## src/rtl/serial_add_ctrl_pkg.sv

```systemverilog
`default_nettype none
// +--------------------------------------------------------------------------+
// | Module   : serial_add_ctrl_pkg                                            |
// | Purpose  : Shared types for the bit-serial add/subtract sequencer:        |
// |            FSM state encoding and a counter-width helper.                 |
// | Ports    : none (package)                                                 |
// | Revision : 1.0 - initial release                                          |
// +--------------------------------------------------------------------------+
package serial_add_ctrl_pkg;

   typedef enum logic [1:0] {
      SA_IDLE = 2'b00,
      SA_RUN  = 2'b01,
      SA_DONE = 2'b10
   } sa_state_t;

   // Bit counter must be able to hold the value WIDTH itself.
   function automatic int sa_cnt_width(input int width);
      return $clog2(width) + 1;
   endfunction

endpackage
`default_nettype wire

```

## src/rtl/serial_add_ctrl_fa.sv

```systemverilog
`default_nettype none
// +--------------------------------------------------------------------------+
// | Module   : full_adder                                                     |
// | Purpose  : One-bit full adder used as the serial datapath.                |
// | Ports    : a, b, ci  - addend bits and carry in                           |
// |            s, co     - sum bit and carry out                              |
// | Revision : 1.0 - initial release                                          |
// +--------------------------------------------------------------------------+
module full_adder
   import serial_add_ctrl_pkg::*;
(
   input  logic a,
   input  logic b,
   input  logic ci,
   output logic s,
   output logic co
);

   assign s  = a ^ b ^ ci;
   assign co = (a & b) | (a & ci) | (b & ci);

endmodule
`default_nettype wire

```

## src/rtl/serial_add_ctrl.sv

```systemverilog
`default_nettype none
// +--------------------------------------------------------------------------+
// | Module   : serial_add_ctrl                                                |
// | Purpose  : Bit-serial add/subtract sequencer. Operands are captured on    |
// |            START and fed LSB-first through one full adder, one bit per    |
// |            clock. After WIDTH cycles RESULT/CO/OVF are presented together |
// |            with a one-cycle DONE pulse.                                   |
// | Ports    : CLK, RST (sync, active-high)                                   |
// |            START, OP_SUB, A, B       - request and operands               |
// |            BUSY, DONE                - status                             |
// |            RESULT, CO, OVF           - sum/difference, carry, overflow    |
// | Revision : 1.0 - initial release                                          |
// +--------------------------------------------------------------------------+
module serial_add_ctrl
   import serial_add_ctrl_pkg::*;
#(
   parameter int WIDTH = 32
) (
   input  logic             CLK,
   input  logic             RST,
   input  logic             START,
   input  logic             OP_SUB,
   input  logic [WIDTH-1:0] A,
   input  logic [WIDTH-1:0] B,
   output logic             BUSY,
   output logic             DONE,
   output logic [WIDTH-1:0] RESULT,
   output logic             CO,
   output logic             OVF
);

   localparam int CNT_W = sa_cnt_width(WIDTH);
   localparam logic [CNT_W-1:0] c_last_cnt = CNT_W'(WIDTH - 1);

   sa_state_t        r_state;
   logic [WIDTH-1:0] r_asr;
   logic [WIDTH-1:0] r_bsr;
   logic             r_carry;
   logic [CNT_W-1:0] r_cnt;

   logic             w_s;
   logic             w_c;

   full_adder u_fa (
      .a  (r_asr[0]),
      .b  (r_bsr[0]),
      .ci (r_carry),
      .s  (w_s),
      .co (w_c)
   );

   always_ff @(posedge CLK) begin
      if (RST) begin
         r_state <= SA_IDLE;
         r_asr   <= '0;
         r_bsr   <= '0;
         r_carry <= 1'b0;
         r_cnt   <= '0;
         BUSY    <= 1'b0;
         DONE    <= 1'b0;
         RESULT  <= '0;
         CO      <= 1'b0;
         OVF     <= 1'b0;
      end else begin
         DONE <= 1'b0;
         case (r_state)
            SA_IDLE, SA_DONE: begin
               if (START) begin
                  // Subtraction is A + ~B + 1: the +1 rides in as the initial carry.
                  r_asr   <= A;
                  r_bsr   <= OP_SUB ? ~B : B;
                  r_carry <= OP_SUB;
                  r_cnt   <= '0;
                  RESULT  <= '0;
                  CO      <= 1'b0;
                  OVF     <= 1'b0;
                  BUSY    <= 1'b1;
                  r_state <= SA_RUN;
               end else begin
                  r_state <= SA_IDLE;
               end
            end
            SA_RUN: begin
               RESULT  <= {w_s, RESULT[WIDTH-1:1]};
               r_carry <= w_c;
               r_asr   <= r_asr >> 1;
               r_bsr   <= r_bsr >> 1;
               r_cnt   <= r_cnt + 1'b1;
               if (r_cnt == c_last_cnt) begin
                  // On the MSB bit r_carry is the carry into the MSB, so the
                  // signed overflow is available in the same edge.
                  CO      <= w_c;
                  OVF     <= r_carry ^ w_c;
                  DONE    <= 1'b1;
                  BUSY    <= 1'b0;
                  r_state <= SA_DONE;
               end
            end
            default: begin
               BUSY    <= 1'b0;
               r_state <= SA_IDLE;
            end
         endcase
      end
   end

endmodule
`default_nettype wire
```

## config.mk

```make
export PLATFORM = sky130hd
export DESIGN_NAME = serial_add_ctrl
export DESIGN_NICKNAME = d
export VERILOG_FILES = /design/src/rtl/serial_add_ctrl_pkg.sv /design/src/rtl/serial_add_ctrl_fa.sv /design/src/rtl/serial_add_ctrl.sv
export SDC_FILE = /design/constraint.sdc
export NUM_CORES = 1
export LEC_CHECK = 0
export CAP_MARGIN = 40
export CORE_MARGIN = 1.5
export CORE_UTILIZATION = 50
export DETAILED_ROUTE_END_ITERATION = 12
export GPL_ROUTABILITY_DRIVEN = 0
export MAX_ROUTING_LAYER = met4
export PLACE_DENSITY = 0.77
export SLEW_MARGIN = 20
export SYNTH_ARGS = -nofsm -noshare
export SYNTH_HDL_FRONTEND = slang
export SYNTH_SLANG_ARGS = --single-unit
```

## constraint.sdc

```tcl
create_clock -name CLK -period 1.6 [get_ports CLK]
set_clock_uncertainty 0.05 [all_clocks]
set_input_delay 0.4 -clock CLK [delete_from_list [all_inputs] [get_ports CLK]]
set_output_delay 0.4 -clock CLK [all_outputs]
set_load 0.02 [all_outputs]
```

# After elaboration in Yosys (flattened, before gate mapping)
# Index checks and enable logic that the tools add are counted.
# totals
ff_bits,109
latch_bits,0
ram_bits,0
mem_bits_ro,0
elab_cells,56
memories,0
# classes
n_addsub,1
mul,0
div,0
n_lt_le_gt_ge,0
n_eq_ne,5
n_shift,0
n_mux,23
bitwise,10
reduce_logical,7
# ops
cell,count
$pmux 32 s2,3
$mux 32,4
$not 32->32,1
$pmux 6 s2,1
$mux 1,8
$pmux 1 s2,4
$add 6x1->6 const B,1
$eq 6x5->1 const B,1
$mux 6,1
$ne 2x2->1 const B,2
$pmux 2 s2,1
$reduce_and 2->1,2
$reduce_or 2->1,2
$and 1x1->1,3
$reduce_and 3->1,1
$xor 1x1->1,3
$eq 2x1->1 const B,1
$eq 2x2->1 const B,1
$logic_not 2->1,1
$mux 2,1
$or 1x1->1,2
$reduce_bool 2->1,1
$not 1->1,1

# Depth between registers and ports, before layout
# Gate-level depths: netlist of run 1.
# logic_depth
word_depth,6
depth_mapped,6
depth_no_buf,4

# Hierarchy
# Synthesis of run 1 repeated with hierarchy kept, for this count alone.
# unflattened
hier_cells,536
hier_area_um2,4608.2
# by_module_without_submodules
module,instances,cells_each,area_each_um2,seq_area_each_um2
serial_add_ctrl,1,535,4588.2,2182.1
full_adder,1,1,20.0,0.0

# Least setup slack after synthesis of run 1
# No wires, ideal clock.
# synth_timing
path_type,input to register
from,input START
to,register r_asr[15]
t_arrival_ps,1147
path_slack_ps,271
path_stages,6
cell_sequence,nor2b_1 buf_2 buf_4 buf_2 a22oi_1 a21oi_1
# synth_between
elab_chain_cells,2
# synth_lines
item,line_no,source
from (decl),serial_add_ctrl.sv:21,"input logic START,"
$ne 2x2->1 (no line),n/a,
$reduce_and 2->1 (no line),n/a,
to (signal assigned),serial_add_ctrl.sv:86,r_asr <= r_asr >> 1;
to (decl),serial_add_ctrl.sv:36,logic [WIDTH-1:0] r_asr;
# Every way passes these cells.
# A chain may end at the register's enable or synchronous reset.

# Worst setup path in the final report of run 1
# layout_timing
from,register RESULT[26]
to,output RESULT[26]
# layout_lines
item,line_no,source
from (decl),serial_add_ctrl.sv:27,"output logic [WIDTH-1:0] RESULT,"
from (signal assigned),serial_add_ctrl.sv:84,"RESULT <= {w_s, RESULT[WIDTH-1:1]};"
# No word-level cell between the ends.

==> results of run 1 <==
==> registers in the layout, summed over array words and instances, names as in the netlist <==
| signal | cells |
|---|---|
| OVF | 1 |
| RESULT | 32 |
| r_asr | 32 |
| CO | 1 |
| r_carry | 1 |
| r_state | 2 |
| DONE | 1 |
| r_bsr | 32 |
| BUSY | 1 |
| r_cnt | 6 |
==> cell usage in the layout, fill, tap and decap left out, types with 2 or more instances in the layout <==
cell type,netlist,routed
nand2b_4,0,2
nand3_1,104,104
buf_4,3,19
nand2b_1,4,2
nand4_1,2,2
and3_1,2,2
nor3b_1,3,3
dfxtp_1,109,108
xor2_1,33,33
clkinvlp_4,0,2
a22oi_1,63,63
clkdlybuf4s50_1,0,65
a21oi_1,102,102
nor3_1,2,2
o211ai_1,2,2
nand2_1,35,35
buf_12,0,7
dlygate4sd2_1,0,35
mux2_1,2,2
nor2_1,3,3
clkbuf_8,0,11
==> final cells by class <==
| type | instances | area [um2] | area share [%] |
|---|---|---|---|
| Timing Repair Buffer | 129 | 1270 | 21.1 |
| Clock buffer | 11 | 151 | 2.52 |
| Sequential cell | 109 | 2180 | 36.4 |
| Tap cell | 108 | 135 | 2.25 |
| Clock inverter | 5 | 58.8 | 0.980 |
| Multi-Input combinational cell | 370 | 2200 | 36.7 |
==> layer usage <==
metal  track usage (%)  vias up  part of all wire [%]
li1                  -     2098                     -
met1              28.8     2068                    44
met2              37.5      118                    50
met3              4.50        9                   5.0
met4              5.63        0                  0.91
met5                 -        -                     0
==> power groups by stage <==
| stage | logic [mW] | registers [mW] | clock network (mW) |
|---|---|---|---|
| 2_1_floorplan | 0.618 | 3.00 | 0 |
| 3_3_place_gp | 0.990 | 3.01 | 0 |
| 3_5_place_dp | 1.02 | 3.02 | 0 |
| 4_1_cts | 1.02 | 2.95 | 1.75 |
| 5_1_grt | 1.11 | 2.98 | 1.87 |
| 6_report | 1.02 | 2.96 | 1.71 |
==> cell families after synthesis <==
group,after synthesis
xor gates and xnor gates,33
muxes,3
buffers and inverters,57
AOI/OAI and AO/OA,171
and+or+nand+nor,161
DFF,109
adders and majority gates,2
==> stage by stage <==
step / hold slack, ps / instances / util, % / setup WS (ps) / TNS (ps)
after global routing: 353 / 732 / 67.8 / 0.795 / 0
final: 364 / 732 / 67.8 / 34.7 / 0
after detailed placement: 409 / 716 / 65.9 / -174 / -10070
after global placement: 403 / 716 / 65.9 / -109 / -5710
after floorplan: 394 / 536 / - / 271 / 0
after CTS: 345 / 732 / 67.7 / 33.2 / 0
==> path summary, 6_finish.rpt <==
kind,end,slack (ps),start,depth (start not counted)
worst min register to register,RESULT[30],420,RESULT[31],2
worst max register to register,RESULT[0],100,r_state[0],5
worst min-delay path,r_carry,360,RST,2
worst max-delay path,RESULT[26],30,RESULT[26],1
==> what timing repair did <==
action                     CTS  global route
setup endpoints to repair   36            12
resized for setup           36             3
gates cloned                 0             0
hold endpoints to repair     0             0
==> summary.md, run 1 <==
| Metric | Value |
|---|---|
| Seq cells post-synth | 109 |
| CP Capture Type | primary output |
| GRT overflow | 0 |
| Dpl hpwl | 7350 um |
| Maximum number of pins on one net before global-route repair | 41 |
| Tot Pwr | 5.69 mW |
| CP Cell Sequence | dlygate4sd2_1 |
| Post-synth cell types | 30 |
| Post-CTS setup repair buffer count | 0 |
| Synth top area share | 47.1% |
| Leak pwr | 2.26 nW |
| H-tree depth | 3 |
| Initial antenna violation count | 0 |
| Count leader, synth | dfxtp_1 |
| Worst VDD drop | 0.507 mV |
| # IOs | 104 |
| Internal power | 4.14 mW |
| Avg WL per Cell | 14.9 um |
| Layout cells sized above 1 | 8.17% |
| Combinational share of power | 17.9% |
| Die height | 99.2 um |
| # setup viols final | 0 |
| Syn_nets | 606 |
| Clk_lat worst skew | 360 ps |
| Net count, final | 689 |
| Xor/xnor share of the synthesized area | 6.24% |
| Post-synthesis simple-gate area fraction | 17.2% |
| Critical path required time | 1150 ps |
| Max_cap viols | 0 |
| Post-synthesis mux area share | 0.730% |
| First DRT Iteration DRCs | 190 |
| CP max-delay cell | dfxtp_1 |
| # fillers | 742 |
| Maximum clock rate | 0.639 GHz |
| Startpoint Class | register |
| CP Class | reg -> out |
| Global-route wire length before repair | 17900 um |
| Asr flop ratio synth | 0% |
| Buffers on Ports | 103 |
| CP delay by family, top | flip-flops |
| Seq/Total Area, Yosys | 47.1% |
| Crit path time final | 1570 ps |
| Status | complete, no violations |
| Post-placement cell area | 5830 um2 |
| Sw power | 1.55 mW |
| Worst EP arrival | 1120 ps |
| 1st-pass router iterations | 5 |
| Total number of vias | 4293 |
| Fin area | 6000 um2 |
| Bufs and invs on worst path | 1 |
| # DRC | 0 |
| EDFF count, synth | 0 |
| Starting Density | 52.3% |
| Area Growth Syn to Fin | 29.6% |
| Worst hold path class | in -> reg |
| Clock Tree Buf Depth | 2 |
| Compound-gate portion of the synthesized area | 22.2% |
| Post-Syn Area | 4630 um2 |
| DIE AREA | 9850 um2 |
| Drt total wl | 10900 um |
| TritonCTS clock tree | done |
| Synth top area cells | dfxtp_1 (47%), nand3_1 (11%), a21oi_1 (11%) |
| Hold-fix buffers at CTS | 0 |
| TritonCTS Sinks | 109 |
| Switching part of the total | 27.2% |
| Core area | 8850 um2 |
| Tcrit/Tclk final | 97.8% |
| FP Rows | 34 |
| Synthesized instance count | 536 |
| Yosys warnings | 0 |
| Post-route ant nets | 0 |
| Power per cell area | 948 nW/um2 |
| Ant diodes | 0 |
| Clock share of power | 30.1% |
| Top cells by count, synth | dfxtp_1 (109), nand3_1 (104), a21oi_1 (102), a22oi_1 (63) |
| Main combinational cell family by area after synthesis | compound AO/OA/AOI/OAI gates |
| Vias in the first global route | 3882 |
| Slew Viols, Final | 0 |
| All-layer global routing usage | 22.7% |
| CTS clk-pin slew, worst paths | 100 ps |
| Top_reg_cell synth | dfxtp_1 |
| Reg power frac | 52.0% |
| Worst rel slew slack | 77.1% |
| Synth Area in Adders | 0.703% |
| Worst-Margin Slew | 339 ps |
| Clk root buf | clkbuf_8 |
| Worst path max stage delay | 410 ps |
| Syn Area/Cell | 8.64 um2 |
| Routed vias/inst | 5.86 |
| CTS buffer count | 9 |
| Final Hold Fails | 0 |
| Yosys top cell by area | dfxtp_1 |
| Crit-path max FO | 3 |
| DIE WIDTH | 99.2 um |
| RSZ-0062 raised after global routing | false |
Note: power is estimated with default switching activity, not from simulation.
==> inputs of run 2 (changes only) <==
--- a/config.mk
+++ b/config.mk
@@ -8,10 +8,12 @@
 export CAP_MARGIN = 40
 export CORE_MARGIN = 1.5
 export CORE_UTILIZATION = 50
+export CTS_CLUSTER_DIAMETER = 200
 export DETAILED_ROUTE_END_ITERATION = 12
 export GPL_ROUTABILITY_DRIVEN = 0
 export MAX_ROUTING_LAYER = met4
 export PLACE_DENSITY = 0.77
+export REMOVE_ABC_BUFFERS = 1
 export SLEW_MARGIN = 20
 export SYNTH_ARGS = -nofsm -noshare
 export SYNTH_HDL_FRONTEND = slang
==> run 2 against run 1 <==
  * Clock power is 8% lower
  * Non-clock buffer count is 7 lower
  * Routed wire length increased by 0.27%
  * Register-to-register slack better by 20 ps
  * Utilization shrank 0.40 points
  * First-iteration DRC count up 46%
  * Via count grew 0.26%
  * Maximum frequency up 0.34%
  * Die area is the same
  * Power down 2.3%
  * Setup slack improved by 5.3 ps
  * Sequential cell count is the same
==> summary.md, run 2 (same netlist as run 1, synthesis figures left out) <==
| Metric | Value |
|---|---|
| Bufs and invs on worst path | 1 (unchanged) |
| CTS buffer count | 9 (unchanged) |
| TritonCTS clock tree | done |
| CP Capture Type | primary output |
| Layout cells sized above 1 | 6.82% (-1.4 points) |
| Drt total wl | 10900 um (+0.27%) |
| 1st-pass router iterations | 7 (+2) |
| Dpl hpwl | 7150 um (-2.7%) |
| Initial antenna violation count | 0 (unchanged) |
| # setup viols final | 0 (unchanged) |
| Worst EP arrival | 1110 ps (about the same) |
| Net count, final | 682 (-1.0%) |
| CP delay by family, top | flip-flops |
| Worst hold path class | in -> reg |
| Tcrit/Tclk final | 97.5% (-0.33 points) |
| All-layer global routing usage | 22.6% (-0.13 points) |
| Worst rel slew slack | 73.5% (-3.6 points) |
| Global-route wire length before repair | 17900 um (+0.23%) |
| H-tree depth | 3 (unchanged) |
| Largest registers | RESULT (32), r_asr (32), r_bsr (32) |
| Core area | 8850 um2 (unchanged) |
| Leak pwr | 2.24 nW (-1.3%) |
| First DRT Iteration DRCs | 278 (+46%) |
| Placed cell count | 709 (-0.98%) |
| CP Cell Sequence | dlygate4sd2_1 |
| Avg WL per Cell | 15.1 um (+1.4%) |
| Maximum number of pins on one net before global-route repair | 50 (+22%) |
| Final Hold Fails | 0 (unchanged) |
| Most common cell after layout, fill and taps aside | dfxtp_1 |
| TritonCTS Sinks | 109 (unchanged) |
| Tot Pwr | 5.56 mW (-2.3%) |
| Buffers on Ports | 103 (unchanged) |
| Hold-fix buffers at CTS | 0 (unchanged) |
| Crit path time final | 1560 ps (-5.32 ps) |
| RSZ-0062 raised after global routing | false |
| Startpoint Class | register |
| Ant diodes | 0 (unchanged) |
| Post-route ant nets | 0 (unchanged) |
| CP max-delay cell | dfxtp_1 |
| Routed vias/inst | 5.94 (+1.4%) |
| Worst VDD drop | 0.444 mV (-12%) |
| # DRC | 0 (unchanged) |
| Clk root buf | clkbuf_8 |
| Final hold slack | 246 ps (-118 ps) |
| Commonest non-fill, non-tap cells in the layout | dfxtp_1 (109), nand3_1 (104), a21oi_1 (102) |
| Slew Viols, Final | 0 (unchanged) |
| Clock Tree Buf Depth | 2 (unchanged) |
| DIE AREA | 9850 um2 (unchanged) |
| Crit-path max FO | 3 (unchanged) |
| CP Class | reg -> out |
| Post-Layout Cell Count | 724 (-1.1%) |
| Worst Slack Setup Final | 40.0 ps (+5.32 ps) |
| Clk_lat worst skew | 370 ps (about the same) |
| CTS clk-pin slew, worst paths | 100 ps (about the same) |
| Critical path required time | 1150 ps (about the same) |
| Worst-Margin Slew | 398 ps (+58.8 ps) |
| # IOs | 104 (unchanged) |
| Worst path max stage delay | 390 ps (-20 ps) |
| GRT overflow | 0 (unchanged) |
| Status | complete, no violations |
| Vias in the first global route | 3895 (+0.33%) |
| Die height | 99.2 um (unchanged) |
| Maximum clock rate | 0.641 GHz (+0.34%) |
| Area Growth Syn to Fin | 28.8% |
| Max_cap viols | 0 (unchanged) |
| Total number of vias | 4304 (+0.26%) |
| FP Rows | 34 (unchanged) |
| Place WS | -209 ps (-35.3 ps) |
| Starting Density | 52.3% (unchanged) |
| DIE WIDTH | 99.2 um (unchanged) |
| Power per cell area | 932 nW/um2 (-1.7%) |
[run 2: path summary, 6_finish.rpt]
check / start / endpoint / slack (ps) / depth (start not counted)
setup / recovery: RESULT[15] / RESULT[15] / 40 / 1
setup reg to reg: r_state[0] / RESULT[19] / 120 / 5
hold / removal: RST / OVF / 250 / 2
hold reg to reg: RESULT[12] / RESULT[11] / 410 / 2
[run 2: cell type report]
type                            instances  area (um2)
Clock inverter                          5        45.0
Fill cell                             773        2890
Multi-Input combinational cell        370        2200
Tap cell                              108         135
Sequential cell                       109        2180
Clock buffer                           10         138
Timing Repair Buffer                  122        1260
[run 2: metrics by stage]
step	util [%]	instance area, um2	TNS (ps)
4_1_cts	67.4	5960	0
3_5_place_dp	65.8	5820	-15050
5_1_grt	67.4	5960	0
3_3_place_gp	65.8	5820	-10090
6_report	67.4	5960	0
2_1_floorplan	-	4360	-144090
[run 2: repair_timing]
action,in CTS,in global routing
pin swaps,0,0
gates cloned,0,0
hold endpoints to repair,0,0
setup buffers,0,0
setup endpoints to repair,36,1
gates resized for setup,36,1
[run 2: layer usage]
| layer | global-route usage, % | vias to the layer above | wire length [um] |
|---|---|---|---|
| met5 | - | - | 0 |
| met4 | 5.85 | 0 | 89 |
| met1 | 28.5 | 2060 | 4830 |
| met3 | 3.79 | 10 | 610 |
| met2 | 37.9 | 148 | 5410 |
| li1 | - | 2086 | - |
[run 2: power by group]
group          switching (mW)  internal (mW)
clock                   0.946          0.623
sequential             0.0893           2.87
combinational           0.561          0.471
